$ cat src/rtl/axi_xbar_1to2_if.sv
// AXI4 channel bundle (AR, R, AW, W, B) shared by the crossbar's upstream
// port and both downstream ports.
//   master modport: drives AR/AW/W payload+valid, rready, bready
//   slave  modport: drives arready/awready/wready, R payload+valid, B payload+valid
interface axi_xbar_1to2_if;
  localparam int unsigned ADDR_W = 32;
  localparam int unsigned DATA_W = 32;
  localparam int unsigned ID_W   = 4;
  localparam int unsigned LEN_W  = 8;
  localparam int unsigned STRB_W = DATA_W / 8;

  logic [ADDR_W-1:0] araddr;
  logic [ID_W-1:0]   arid;
  logic [LEN_W-1:0]  arlen;
  logic [2:0]        arsize;
  logic [1:0]        arburst;
  logic              arvalid;
  logic              arready;

  logic [DATA_W-1:0] rdata;
  logic [1:0]        rresp;
  logic              rlast;
  logic [ID_W-1:0]   rid;
  logic              rvalid;
  logic              rready;

  logic [ADDR_W-1:0] awaddr;
  logic [ID_W-1:0]   awid;
  logic [LEN_W-1:0]  awlen;
  logic [2:0]        awsize;
  logic [1:0]        awburst;
  logic              awvalid;
  logic              awready;

  logic [DATA_W-1:0] wdata;
  logic [STRB_W-1:0] wstrb;
  logic              wlast;
  logic              wvalid;
  logic              wready;

  logic [1:0]        bresp;
  logic [ID_W-1:0]   bid;
  logic              bvalid;
  logic              bready;

  modport master (
    output araddr, arid, arlen, arsize, arburst, arvalid,
    input  arready,
    input  rdata, rresp, rlast, rid, rvalid,
    output rready,
    output awaddr, awid, awlen, awsize, awburst, awvalid,
    input  awready,
    output wdata, wstrb, wlast, wvalid,
    input  wready,
    input  bresp, bid, bvalid,
    output bready
  );

  modport slave (
    input  araddr, arid, arlen, arsize, arburst, arvalid,
    output arready,
    output rdata, rresp, rlast, rid, rvalid,
    input  rready,
    input  awaddr, awid, awlen, awsize, awburst, awvalid,
    output awready,
    input  wdata, wstrb, wlast, wvalid,
    output wready,
    output bresp, bid, bvalid,
    input  bready
  );
endinterface

$ cat src/rtl/axi_xbar_1to2.sv
// One-to-two AXI4 address-decoding crossbar, one transaction outstanding.
// Routes each transaction to m0 (memory/SoC) or m1 (CLINT); unmapped
// addresses are answered internally with DECERR.
// Ports:
//   clk, rst     clock, asynchronous active-high reset
//   s            upstream AXI4 port (slave modport)
//   m0, m1       downstream AXI4 ports (master modport)
//   perf_*_cnt   transaction counters, present only with XBAR_PERF_EN defined
module axi_xbar_1to2 #(
  parameter logic [31:0] M0_BASE = 32'h8000_0000,
  parameter logic [31:0] M0_SIZE = 32'h0800_0000,
  parameter logic [31:0] M1_BASE = 32'h0200_0000,
  parameter logic [31:0] M1_SIZE = 32'h0001_0000
) (
  input  logic                  clk,
  input  logic                  rst,
  axi_xbar_1to2_if.slave        s,
  axi_xbar_1to2_if.master       m0,
  axi_xbar_1to2_if.master       m1
`ifdef XBAR_PERF_EN
  ,
  output logic [31:0]           perf_rd_cnt,
  output logic [31:0]           perf_wr_cnt,
  output logic [31:0]           perf_err_cnt
`endif
);

  localparam int unsigned LEN_W = 8;
  localparam int unsigned ID_W  = 4;
  localparam logic [1:0]  RESP_DECERR = 2'b11;

  typedef enum logic [2:0] {
    IDLE, RD_M0, RD_M1, RD_ERR, WR_M0, WR_M1, WR_ERR
  } state_e;

  state_e            state_q, state_d;
  logic              addr_done_q, addr_done_d;  // ERR: AR/AW accepted
  logic              w_done_q, w_done_d;        // WR_ERR: wlast accepted
  logic [LEN_W-1:0]  beat_cnt_q, beat_cnt_d;
  logic [LEN_W-1:0]  err_len_q, err_len_d;
  logic [ID_W-1:0]   err_id_q, err_id_d;

  logic              rd_last_c;   // last R beat handshake upstream
  logic              b_fire_c;    // B handshake upstream

`ifdef XBAR_PERF_EN
  logic [31:0] perf_rd_q, perf_rd_d;
  logic [31:0] perf_wr_q, perf_wr_d;
  logic [31:0] perf_err_q, perf_err_d;
`endif

  // Region decode; unsigned wrap makes addresses below base miss.
  function automatic state_e decode(input logic [31:0] addr, input logic is_wr);
    state_e st;
    if ((addr - M0_BASE) < M0_SIZE)      st = is_wr ? WR_M0 : RD_M0;
    else if ((addr - M1_BASE) < M1_SIZE) st = is_wr ? WR_M1 : RD_M1;
    else                                 st = is_wr ? WR_ERR : RD_ERR;
    return st;
  endfunction

  // Transaction-completion events, shared by the FSM and the counters.
  always_comb begin
    rd_last_c = 1'b0;
    b_fire_c  = 1'b0;
    case (state_q)
      RD_M0:  rd_last_c = m0.rvalid & s.rready & m0.rlast;
      RD_M1:  rd_last_c = m1.rvalid & s.rready & m1.rlast;
      RD_ERR: rd_last_c = addr_done_q & s.rready & (beat_cnt_q == err_len_q);
      WR_M0:  b_fire_c  = m0.bvalid & s.bready;
      WR_M1:  b_fire_c  = m1.bvalid & s.bready;
      WR_ERR: b_fire_c  = w_done_q & s.bready;
      default: ;
    endcase
  end

  // Next-state and error-responder bookkeeping.
  always_comb begin
    state_d     = state_q;
    addr_done_d = addr_done_q;
    w_done_d    = w_done_q;
    beat_cnt_d  = beat_cnt_q;
    err_len_d   = err_len_q;
    err_id_d    = err_id_q;
    case (state_q)
      IDLE: begin
        if (s.arvalid)      state_d = decode(s.araddr, 1'b0);
        else if (s.awvalid) state_d = decode(s.awaddr, 1'b1);
      end
      RD_M0, RD_M1: if (rd_last_c) state_d = IDLE;
      WR_M0, WR_M1: if (b_fire_c)  state_d = IDLE;
      RD_ERR: begin
        if (!addr_done_q) begin
          if (s.arvalid) begin
            addr_done_d = 1'b1;
            err_id_d    = s.arid;
            err_len_d   = s.arlen;
          end
        end else if (rd_last_c) begin
          state_d = IDLE;
        end else if (s.rready) begin
          beat_cnt_d = beat_cnt_q + LEN_W'(1);
        end
      end
      WR_ERR: begin
        if (!addr_done_q) begin
          if (s.awvalid) begin
            addr_done_d = 1'b1;
            err_id_d    = s.awid;
          end
        end else if (!w_done_q) begin
          if (s.wvalid && s.wlast) w_done_d = 1'b1;
        end else if (b_fire_c) begin
          state_d = IDLE;
        end
      end
      default: state_d = IDLE;
    endcase
    // Every return to IDLE leaves the responder clean for the next decode.
    if (state_d == IDLE) begin
      addr_done_d = 1'b0;
      w_done_d    = 1'b0;
      beat_cnt_d  = '0;
      err_len_d   = '0;
      err_id_d    = '0;
    end
  end

`ifdef XBAR_PERF_EN
  // Wrapping event counters.
  always_comb begin
    perf_rd_d  = perf_rd_q  + 32'(rd_last_c);
    perf_wr_d  = perf_wr_q  + 32'(b_fire_c);
    perf_err_d = perf_err_q + 32'(((state_q == RD_ERR) & rd_last_c) |
                                  ((state_q == WR_ERR) & b_fire_c));
  end

  assign perf_rd_cnt  = perf_rd_q;
  assign perf_wr_cnt  = perf_wr_q;
  assign perf_err_cnt = perf_err_q;
`endif

  always_ff @(posedge clk or posedge rst) begin
    if (rst) begin
      state_q     <= IDLE;
      addr_done_q <= 1'b0;
      w_done_q    <= 1'b0;
      beat_cnt_q  <= '0;
      err_len_q   <= '0;
      err_id_q    <= '0;
`ifdef XBAR_PERF_EN
      perf_rd_q   <= '0;
      perf_wr_q   <= '0;
      perf_err_q  <= '0;
`endif
    end else begin
      state_q     <= state_d;
      addr_done_q <= addr_done_d;
      w_done_q    <= w_done_d;
      beat_cnt_q  <= beat_cnt_d;
      err_len_q   <= err_len_d;
      err_id_q    <= err_id_d;
`ifdef XBAR_PERF_EN
      perf_rd_q   <= perf_rd_d;
      perf_wr_q   <= perf_wr_d;
      perf_err_q  <= perf_err_d;
`endif
    end
  end

  // Channel steering. Everything defaults to zero so IDLE, ERR states and the
  // unselected port never present a valid or ready downstream.
  always_comb begin
    s.arready = 1'b0;
    s.rdata   = '0;  s.rresp = '0;  s.rlast = 1'b0;  s.rid = '0;  s.rvalid = 1'b0;
    s.awready = 1'b0;
    s.wready  = 1'b0;
    s.bresp   = '0;  s.bid   = '0;  s.bvalid = 1'b0;

    m0.araddr = '0;  m0.arid = '0;  m0.arlen = '0;  m0.arsize = '0;  m0.arburst = '0;
    m0.arvalid = 1'b0;  m0.rready = 1'b0;
    m0.awaddr = '0;  m0.awid = '0;  m0.awlen = '0;  m0.awsize = '0;  m0.awburst = '0;
    m0.awvalid = 1'b0;
    m0.wdata  = '0;  m0.wstrb = '0;  m0.wlast = 1'b0;  m0.wvalid = 1'b0;  m0.bready = 1'b0;

    m1.araddr = '0;  m1.arid = '0;  m1.arlen = '0;  m1.arsize = '0;  m1.arburst = '0;
    m1.arvalid = 1'b0;  m1.rready = 1'b0;
    m1.awaddr = '0;  m1.awid = '0;  m1.awlen = '0;  m1.awsize = '0;  m1.awburst = '0;
    m1.awvalid = 1'b0;
    m1.wdata  = '0;  m1.wstrb = '0;  m1.wlast = 1'b0;  m1.wvalid = 1'b0;  m1.bready = 1'b0;

    case (state_q)
      RD_M0: begin
        m0.araddr = s.araddr;  m0.arid = s.arid;  m0.arlen = s.arlen;
        m0.arsize = s.arsize;  m0.arburst = s.arburst;  m0.arvalid = s.arvalid;
        s.arready = m0.arready;
        s.rdata = m0.rdata;  s.rresp = m0.rresp;  s.rlast = m0.rlast;
        s.rid = m0.rid;  s.rvalid = m0.rvalid;  m0.rready = s.rready;
      end
      RD_M1: begin
        m1.araddr = s.araddr;  m1.arid = s.arid;  m1.arlen = s.arlen;
        m1.arsize = s.arsize;  m1.arburst = s.arburst;  m1.arvalid = s.arvalid;
        s.arready = m1.arready;
        s.rdata = m1.rdata;  s.rresp = m1.rresp;  s.rlast = m1.rlast;
        s.rid = m1.rid;  s.rvalid = m1.rvalid;  m1.rready = s.rready;
      end
      WR_M0: begin
        m0.awaddr = s.awaddr;  m0.awid = s.awid;  m0.awlen = s.awlen;
        m0.awsize = s.awsize;  m0.awburst = s.awburst;  m0.awvalid = s.awvalid;
        s.awready = m0.awready;
        m0.wdata = s.wdata;  m0.wstrb = s.wstrb;  m0.wlast = s.wlast;  m0.wvalid = s.wvalid;
        s.wready = m0.wready;
        s.bresp = m0.bresp;  s.bid = m0.bid;  s.bvalid = m0.bvalid;  m0.bready = s.bready;
      end
      WR_M1: begin
        m1.awaddr = s.awaddr;  m1.awid = s.awid;  m1.awlen = s.awlen;
        m1.awsize = s.awsize;  m1.awburst = s.awburst;  m1.awvalid = s.awvalid;
        s.awready = m1.awready;
        m1.wdata = s.wdata;  m1.wstrb = s.wstrb;  m1.wlast = s.wlast;  m1.wvalid = s.wvalid;
        s.wready = m1.wready;
        s.bresp = m1.bresp;  s.bid = m1.bid;  s.bvalid = m1.bvalid;  m1.bready = s.bready;
      end
      RD_ERR: begin
        s.arready = ~addr_done_q;
        s.rvalid  = addr_done_q;
        s.rresp   = addr_done_q ? RESP_DECERR : 2'b00;
        s.rid     = err_id_q;
        s.rlast   = addr_done_q & (beat_cnt_q == err_len_q);
      end
      WR_ERR: begin
        s.awready = ~addr_done_q;
        s.wready  = addr_done_q & ~w_done_q;  // W beats are sunk, not forwarded
        s.bvalid  = w_done_q;
        s.bresp   = w_done_q ? RESP_DECERR : 2'b00;
        s.bid     = err_id_q;
      end
      default: ;
    endcase
  end

endmodule

$ cat src/flat_wrapper.sv
// flat-port wrapper written by rule: the top's interface ports become plain ports
module axi_xbar_1to2_flat 
#(
  parameter logic [31:0] M0_BASE = 32'h8000_0000,
  parameter logic [31:0] M0_SIZE = 32'h0800_0000,
  parameter logic [31:0] M1_BASE = 32'h0200_0000,
  parameter logic [31:0] M1_SIZE = 32'h0001_0000
)
  (clk, rst, s_araddr, s_arid, s_arlen, s_arsize, s_arburst, s_arvalid, s_arready, s_rdata, s_rresp, s_rlast, s_rid, s_rvalid, s_rready, s_awaddr, s_awid, s_awlen, s_awsize, s_awburst, s_awvalid, s_awready, s_wdata, s_wstrb, s_wlast, s_wvalid, s_wready, s_bresp, s_bid, s_bvalid, s_bready, m0_araddr, m0_arid, m0_arlen, m0_arsize, m0_arburst, m0_arvalid, m0_arready, m0_rdata, m0_rresp, m0_rlast, m0_rid, m0_rvalid, m0_rready, m0_awaddr, m0_awid, m0_awlen, m0_awsize, m0_awburst, m0_awvalid, m0_awready, m0_wdata, m0_wstrb, m0_wlast, m0_wvalid, m0_wready, m0_bresp, m0_bid, m0_bvalid, m0_bready, m1_araddr, m1_arid, m1_arlen, m1_arsize, m1_arburst, m1_arvalid, m1_arready, m1_rdata, m1_rresp, m1_rlast, m1_rid, m1_rvalid, m1_rready, m1_awaddr, m1_awid, m1_awlen, m1_awsize, m1_awburst, m1_awvalid, m1_awready, m1_wdata, m1_wstrb, m1_wlast, m1_wvalid, m1_wready, m1_bresp, m1_bid, m1_bvalid, m1_bready);
  axi_xbar_1to2_if s_i ();
  axi_xbar_1to2_if m0_i ();
  axi_xbar_1to2_if m1_i ();
  input  logic clk;
  input  logic rst;
  input wire logic [$bits(s_i.araddr)-1:0] s_araddr;
  input wire logic [$bits(s_i.arid)-1:0] s_arid;
  input wire logic [$bits(s_i.arlen)-1:0] s_arlen;
  input wire logic [$bits(s_i.arsize)-1:0] s_arsize;
  input wire logic [$bits(s_i.arburst)-1:0] s_arburst;
  input wire logic [$bits(s_i.arvalid)-1:0] s_arvalid;
  output wire logic [$bits(s_i.arready)-1:0] s_arready;
  output wire logic [$bits(s_i.rdata)-1:0] s_rdata;
  output wire logic [$bits(s_i.rresp)-1:0] s_rresp;
  output wire logic [$bits(s_i.rlast)-1:0] s_rlast;
  output wire logic [$bits(s_i.rid)-1:0] s_rid;
  output wire logic [$bits(s_i.rvalid)-1:0] s_rvalid;
  input wire logic [$bits(s_i.rready)-1:0] s_rready;
  input wire logic [$bits(s_i.awaddr)-1:0] s_awaddr;
  input wire logic [$bits(s_i.awid)-1:0] s_awid;
  input wire logic [$bits(s_i.awlen)-1:0] s_awlen;
  input wire logic [$bits(s_i.awsize)-1:0] s_awsize;
  input wire logic [$bits(s_i.awburst)-1:0] s_awburst;
  input wire logic [$bits(s_i.awvalid)-1:0] s_awvalid;
  output wire logic [$bits(s_i.awready)-1:0] s_awready;
  input wire logic [$bits(s_i.wdata)-1:0] s_wdata;
  input wire logic [$bits(s_i.wstrb)-1:0] s_wstrb;
  input wire logic [$bits(s_i.wlast)-1:0] s_wlast;
  input wire logic [$bits(s_i.wvalid)-1:0] s_wvalid;
  output wire logic [$bits(s_i.wready)-1:0] s_wready;
  output wire logic [$bits(s_i.bresp)-1:0] s_bresp;
  output wire logic [$bits(s_i.bid)-1:0] s_bid;
  output wire logic [$bits(s_i.bvalid)-1:0] s_bvalid;
  input wire logic [$bits(s_i.bready)-1:0] s_bready;
  output wire logic [$bits(m0_i.araddr)-1:0] m0_araddr;
  output wire logic [$bits(m0_i.arid)-1:0] m0_arid;
  output wire logic [$bits(m0_i.arlen)-1:0] m0_arlen;
  output wire logic [$bits(m0_i.arsize)-1:0] m0_arsize;
  output wire logic [$bits(m0_i.arburst)-1:0] m0_arburst;
  output wire logic [$bits(m0_i.arvalid)-1:0] m0_arvalid;
  input wire logic [$bits(m0_i.arready)-1:0] m0_arready;
  input wire logic [$bits(m0_i.rdata)-1:0] m0_rdata;
  input wire logic [$bits(m0_i.rresp)-1:0] m0_rresp;
  input wire logic [$bits(m0_i.rlast)-1:0] m0_rlast;
  input wire logic [$bits(m0_i.rid)-1:0] m0_rid;
  input wire logic [$bits(m0_i.rvalid)-1:0] m0_rvalid;
  output wire logic [$bits(m0_i.rready)-1:0] m0_rready;
  output wire logic [$bits(m0_i.awaddr)-1:0] m0_awaddr;
  output wire logic [$bits(m0_i.awid)-1:0] m0_awid;
  output wire logic [$bits(m0_i.awlen)-1:0] m0_awlen;
  output wire logic [$bits(m0_i.awsize)-1:0] m0_awsize;
  output wire logic [$bits(m0_i.awburst)-1:0] m0_awburst;
  output wire logic [$bits(m0_i.awvalid)-1:0] m0_awvalid;
  input wire logic [$bits(m0_i.awready)-1:0] m0_awready;
  output wire logic [$bits(m0_i.wdata)-1:0] m0_wdata;
  output wire logic [$bits(m0_i.wstrb)-1:0] m0_wstrb;
  output wire logic [$bits(m0_i.wlast)-1:0] m0_wlast;
  output wire logic [$bits(m0_i.wvalid)-1:0] m0_wvalid;
  input wire logic [$bits(m0_i.wready)-1:0] m0_wready;
  input wire logic [$bits(m0_i.bresp)-1:0] m0_bresp;
  input wire logic [$bits(m0_i.bid)-1:0] m0_bid;
  input wire logic [$bits(m0_i.bvalid)-1:0] m0_bvalid;
  output wire logic [$bits(m0_i.bready)-1:0] m0_bready;
  output wire logic [$bits(m1_i.araddr)-1:0] m1_araddr;
  output wire logic [$bits(m1_i.arid)-1:0] m1_arid;
  output wire logic [$bits(m1_i.arlen)-1:0] m1_arlen;
  output wire logic [$bits(m1_i.arsize)-1:0] m1_arsize;
  output wire logic [$bits(m1_i.arburst)-1:0] m1_arburst;
  output wire logic [$bits(m1_i.arvalid)-1:0] m1_arvalid;
  input wire logic [$bits(m1_i.arready)-1:0] m1_arready;
  input wire logic [$bits(m1_i.rdata)-1:0] m1_rdata;
  input wire logic [$bits(m1_i.rresp)-1:0] m1_rresp;
  input wire logic [$bits(m1_i.rlast)-1:0] m1_rlast;
  input wire logic [$bits(m1_i.rid)-1:0] m1_rid;
  input wire logic [$bits(m1_i.rvalid)-1:0] m1_rvalid;
  output wire logic [$bits(m1_i.rready)-1:0] m1_rready;
  output wire logic [$bits(m1_i.awaddr)-1:0] m1_awaddr;
  output wire logic [$bits(m1_i.awid)-1:0] m1_awid;
  output wire logic [$bits(m1_i.awlen)-1:0] m1_awlen;
  output wire logic [$bits(m1_i.awsize)-1:0] m1_awsize;
  output wire logic [$bits(m1_i.awburst)-1:0] m1_awburst;
  output wire logic [$bits(m1_i.awvalid)-1:0] m1_awvalid;
  input wire logic [$bits(m1_i.awready)-1:0] m1_awready;
  output wire logic [$bits(m1_i.wdata)-1:0] m1_wdata;
  output wire logic [$bits(m1_i.wstrb)-1:0] m1_wstrb;
  output wire logic [$bits(m1_i.wlast)-1:0] m1_wlast;
  output wire logic [$bits(m1_i.wvalid)-1:0] m1_wvalid;
  input wire logic [$bits(m1_i.wready)-1:0] m1_wready;
  input wire logic [$bits(m1_i.bresp)-1:0] m1_bresp;
  input wire logic [$bits(m1_i.bid)-1:0] m1_bid;
  input wire logic [$bits(m1_i.bvalid)-1:0] m1_bvalid;
  output wire logic [$bits(m1_i.bready)-1:0] m1_bready;
  assign s_i.araddr = s_araddr;
  assign s_i.arid = s_arid;
  assign s_i.arlen = s_arlen;
  assign s_i.arsize = s_arsize;
  assign s_i.arburst = s_arburst;
  assign s_i.arvalid = s_arvalid;
  assign s_arready = s_i.arready;
  assign s_rdata = s_i.rdata;
  assign s_rresp = s_i.rresp;
  assign s_rlast = s_i.rlast;
  assign s_rid = s_i.rid;
  assign s_rvalid = s_i.rvalid;
  assign s_i.rready = s_rready;
  assign s_i.awaddr = s_awaddr;
  assign s_i.awid = s_awid;
  assign s_i.awlen = s_awlen;
  assign s_i.awsize = s_awsize;
  assign s_i.awburst = s_awburst;
  assign s_i.awvalid = s_awvalid;
  assign s_awready = s_i.awready;
  assign s_i.wdata = s_wdata;
  assign s_i.wstrb = s_wstrb;
  assign s_i.wlast = s_wlast;
  assign s_i.wvalid = s_wvalid;
  assign s_wready = s_i.wready;
  assign s_bresp = s_i.bresp;
  assign s_bid = s_i.bid;
  assign s_bvalid = s_i.bvalid;
  assign s_i.bready = s_bready;
  assign m0_araddr = m0_i.araddr;
  assign m0_arid = m0_i.arid;
  assign m0_arlen = m0_i.arlen;
  assign m0_arsize = m0_i.arsize;
  assign m0_arburst = m0_i.arburst;
  assign m0_arvalid = m0_i.arvalid;
  assign m0_i.arready = m0_arready;
  assign m0_i.rdata = m0_rdata;
  assign m0_i.rresp = m0_rresp;
  assign m0_i.rlast = m0_rlast;
  assign m0_i.rid = m0_rid;
  assign m0_i.rvalid = m0_rvalid;
  assign m0_rready = m0_i.rready;
  assign m0_awaddr = m0_i.awaddr;
  assign m0_awid = m0_i.awid;
  assign m0_awlen = m0_i.awlen;
  assign m0_awsize = m0_i.awsize;
  assign m0_awburst = m0_i.awburst;
  assign m0_awvalid = m0_i.awvalid;
  assign m0_i.awready = m0_awready;
  assign m0_wdata = m0_i.wdata;
  assign m0_wstrb = m0_i.wstrb;
  assign m0_wlast = m0_i.wlast;
  assign m0_wvalid = m0_i.wvalid;
  assign m0_i.wready = m0_wready;
  assign m0_i.bresp = m0_bresp;
  assign m0_i.bid = m0_bid;
  assign m0_i.bvalid = m0_bvalid;
  assign m0_bready = m0_i.bready;
  assign m1_araddr = m1_i.araddr;
  assign m1_arid = m1_i.arid;
  assign m1_arlen = m1_i.arlen;
  assign m1_arsize = m1_i.arsize;
  assign m1_arburst = m1_i.arburst;
  assign m1_arvalid = m1_i.arvalid;
  assign m1_i.arready = m1_arready;
  assign m1_i.rdata = m1_rdata;
  assign m1_i.rresp = m1_rresp;
  assign m1_i.rlast = m1_rlast;
  assign m1_i.rid = m1_rid;
  assign m1_i.rvalid = m1_rvalid;
  assign m1_rready = m1_i.rready;
  assign m1_awaddr = m1_i.awaddr;
  assign m1_awid = m1_i.awid;
  assign m1_awlen = m1_i.awlen;
  assign m1_awsize = m1_i.awsize;
  assign m1_awburst = m1_i.awburst;
  assign m1_awvalid = m1_i.awvalid;
  assign m1_i.awready = m1_awready;
  assign m1_wdata = m1_i.wdata;
  assign m1_wstrb = m1_i.wstrb;
  assign m1_wlast = m1_i.wlast;
  assign m1_wvalid = m1_i.wvalid;
  assign m1_i.wready = m1_wready;
  assign m1_i.bresp = m1_bresp;
  assign m1_i.bid = m1_bid;
  assign m1_i.bvalid = m1_bvalid;
  assign m1_bready = m1_i.bready;
  axi_xbar_1to2 #(.M0_BASE(M0_BASE), .M0_SIZE(M0_SIZE), .M1_BASE(M1_BASE), .M1_SIZE(M1_SIZE)) u_core (.clk(clk), .rst(rst), .s(s_i), .m0(m0_i), .m1(m1_i));
endmodule
$ cat config.mk
export PLATFORM = sky130hd
export DESIGN_NAME = axi_xbar_1to2_flat
export DESIGN_NICKNAME = d
export VERILOG_FILES = /design/src/rtl/axi_xbar_1to2_if.sv /design/src/rtl/axi_xbar_1to2.sv /design/src/flat_wrapper.sv
export SDC_FILE = /design/constraint.sdc
export NUM_CORES = 1
export LEC_CHECK = 0
export CORE_AREA = 2 2 220 222
export CTS_CLUSTER_SIZE = 25
export DETAILED_ROUTE_END_ITERATION = 8
export DIE_AREA = 0 0 222 224
export GPL_ROUTABILITY_DRIVEN = 0
export PLACE_DENSITY = 0.34
export SYNTH_ARGS = -nofsm -noshare
export SYNTH_HDL_FRONTEND = slang
export SYNTH_SLANG_ARGS = --single-unit
$ cat constraint.sdc
create_clock -name clk -period 4.1 [get_ports clk]
set_input_delay 0.82 -clock clk [delete_from_list [all_inputs] [get_ports clk]]
set_output_delay 0.82 -clock clk [all_outputs]
set_load 0.01 [all_outputs]
==> impl_metrics.json <==
{
  "status": "complete, no violations",
  "rsz0062_at_grt": "no",
  "vias": 6634,
  "finalSetupViolCount": 0,
  "fin_crit_sh": 0.852,
  "grt_overflow": 0,
  "design_area_mm2": 0.0108,
  "drc": 0,
  "viasPerCell": 3.76,
  "slew_viol_final": 0,
  "reg2reg_slack_ns": 1.44,
  "critical_path_arrival_ns": 2.67,
  "num_rows": 80,
  "grt_pass1_vias": 6695,
  "cts_sinks": 25,
  "placed_cell_area_mm2": 0.0107,
  "clk_path_buf_depth": 2,
  "end_kind": "output pin",
  "syn-mean-instance-area_um2": 6.92,
  "hold_class": "flip-flop to flip-flop",
  "synth.distinct_cells": 50,
  "path_class": "flip-flop to output pin",
  "worst_pin_slew_ns": 1.06,
  "cts_tree": "done",
  "ir_drop_mv": 0.236,
  "clock_skew_ns": 0.00347,
  "grt_pass1_wl_um": 52900,
  "drtPass1Iterations": 4,
  "ys_top_cells_by_area": "and2_1 27%, dfrtp_1 15%, and3_1 13%, a22o_1 6.6%, clkbuf_1 4.3%",
  "post_cts_resized": 0,
  "hpwl_um": 33600,
  "slew_headroom": 0.296,
  "path_max_fanout": 64,
  "synth_edf_count": 0,
  "yosysSeqAreaShare": 0.147,
  "slowest_stage": "dfrtp_1",
  "cts_made_buffers": 3,
  "ys.flop_type": "dfrtp_1",
  "first_iter_violations": 259,
  "wl_per_cell_um": 22.3,
  "synth_fp_nets": 860,
  "fin_nets": 1391,
  "crit_chain": "buf_4, nor2b_4, buf_4, and3_1, clkdlybuf4s50_1",
  "htreeDepth": 1,
  "grt_max_degree": 88,
  "cp-endpoint": "m1_awaddr[3]",
  "worstSkewPairLatency_ns": 0.27,
  "initial_core_util": 0.0899,
  "crit_required_ns": 3.28,
  "area_delta_synth_final_pct": 154,
  "power.leakage_nw": 4.31,
  "cts_setup_buffers": 0,
  "startpoint_type": "flip-flop",
  "synth_seq_cells": 25,
  "clk_pin_slew_ns": 0.07,
  "postRouteWirelength_um": 39300,
  "synth_top_area_share": 0.273,
  "drive_gt1_frac": 0.0349,
  "slowest_delay_ns": 0.55,
  "syn_inst": 615,
  "finalSetupTns_ns": 0,
  "synth.most_common_cell": "and2_1",
  "dieArea_mm2": 0.0497,
  "drt.antenna.violating_nets": 0,
  "yosysTopAreaCell": "and2_1",
  "synthTopCellsByCount": "186 x and2_1, 89 x and3_1, 49 x clkbuf_1",
  "async_flop_share": 1.00,
  "synth_warnings": 0,
  "cap_violations": 0,
  "die_h_um": 224,
  "io_buffer_count": 571,
  "grt_util_all_layers": 0.148,
  "ctsHoldBuffers": 0,
  "fin_crit_ns": 3.49,
  "crit-reg2reg-capture": "u_core.err_len_q[3]$_DFFE_PP0P_",
  "power_mw": 4.55,
  "core_mm2": 0.0473,
  "startpoint": "u_core.state_q[1]$_DFF_PP0_",
  "r2r-start": "u_core.state_q[1]$_DFF_PP0_",
  "hold_viol": 0,
  "r2r_cells": 8,
  "antenna_found_initial": 7,
  "die_w_um": 222,
  "worst_path_most_repeated_cell": "buf_4",
  "p_per_area_mw_per_mm2": 421,
  "timing.fmax_ghz": 0.286,
  "synth_area_mm2": 0.00426,
  "ios": 572,
  "cts_root_buffer": "clkbuf_16"
}
-- through the flow --
step / setup slack [ns] / util / hold slack, ns / std cells
after floorplan: 1.47 / - / 0.506 / 615
after global placement: 0.201 / 0.226 / 0.534 / 1755
after detailed placement: 0.106 / 0.226 / 0.534 / 1755
after CTS: 0.422 / 0.227 / 0.552 / 1759
after global routing: 0.513 / 0.228 / 0.586 / 1761
final: 0.608 / 0.228 / 0.546 / 1765
-- kinds of logic (layout without fill, tap and decap cells) --
logic type,count (synthesis),in the layout,synth area share
other,0,5,0
buffers and inverters,77,607,0.0723
DFF,25,25,0.147
and+or+nand+nor,397,397,0.554
muxes,16,16,0.0388
adders and majority gates,3,3,0.00882
xor gates and xnor gates,17,17,0.0350
AOI/OAI and AO/OA,80,80,0.145
-- state kept, by name, summed over array words and instances (netlist names) --
name                flops
u_core.beat_cnt_q       8
u_core.err_len_q        8
u_core.err_id_q         4
u_core.state_q          3
u_core.addr_done_q      1
u_core.w_done_q         1
-- placed cells by master (no fill, tap or decap), types with 9 or more instances in the layout --
cell / netlist / routed
nand2_1: 20 / 20
xor2_1: 9 / 9
and2_1: 186 / 186
a21oi_1: 16 / 16
dfrtp_1: 25 / 24
inv_1: 16 / 16
nor2_1: 48 / 47
a22oi_1: 10 / 10
and3_1: 89 / 89
mux2i_1: 12 / 12
nor3_1: 10 / 10
buf_4: 2 / 15
a22o_1: 32 / 32
clkdlybuf4s50_1: 0 / 567
-- layout make-up --
type,instances,area (µm²)
clock inverters,1,8.76
inverters,16,60.1
fillers,5315,36500
well taps,615,769
diodes,5,12.5
repair buffers,587,5880
flip-flops and latches,25,629
clock buffers,3,75.1
multi-input cells,513,3360
-- critical path: cells and delay by family, from the launching register on --
kind | cells | cell delay, ns
AND/OR/NAND/NOR | 2 | 0.43
buffers and inverters | 3 | 1.34
flip-flops | 1 | 0.55
-- per-layer routing --
layer  routed length, µm  global-route usage  vias up
met5                   0                   0        -
met4                 728              0.0323        0
met3                3450              0.0476       23
met2               20800               0.288      383
li1                    -                   -     3172
met1               14300               0.153     3056
-- how the worst min path moves through the flow --
| stage | cells past startpoint | startpoint | to | slack, ns |
|---|---|---|---|---|
| finish | 2 | u_core.err_len_q[7]$_DFFE_PP0P_ | u_core.err_len_q[7]$_DFFE_PP0P_ | 0.55 |
| detailed placement | 2 | u_core.err_len_q[7]$_DFFE_PP0P_ | u_core.err_len_q[7]$_DFFE_PP0P_ | 0.53 |
| floorplan | 2 | u_core.err_len_q[1]$_DFFE_PP0P_ | u_core.err_len_q[1]$_DFFE_PP0P_ | 0.51 |
| global route | 2 | u_core.err_len_q[7]$_DFFE_PP0P_ | u_core.err_len_q[7]$_DFFE_PP0P_ | 0.59 |
| global placement | 2 | u_core.err_len_q[4]$_DFFE_PP0P_ | u_core.err_len_q[4]$_DFFE_PP0P_ | 0.53 |
| CTS | 2 | u_core.err_len_q[7]$_DFFE_PP0P_ | u_core.err_len_q[7]$_DFFE_PP0P_ | 0.55 |
-- power breakdown --
group | leakage, nW | internal [mW] | switching, mW
combinational | 3.93 | 1.93 | 1.93
clock | 0.0415 | 0.136 | 0.106
sequential | 0.335 | 0.320 | 0.128
Note: power is estimated with default switching activity, not from simulation.
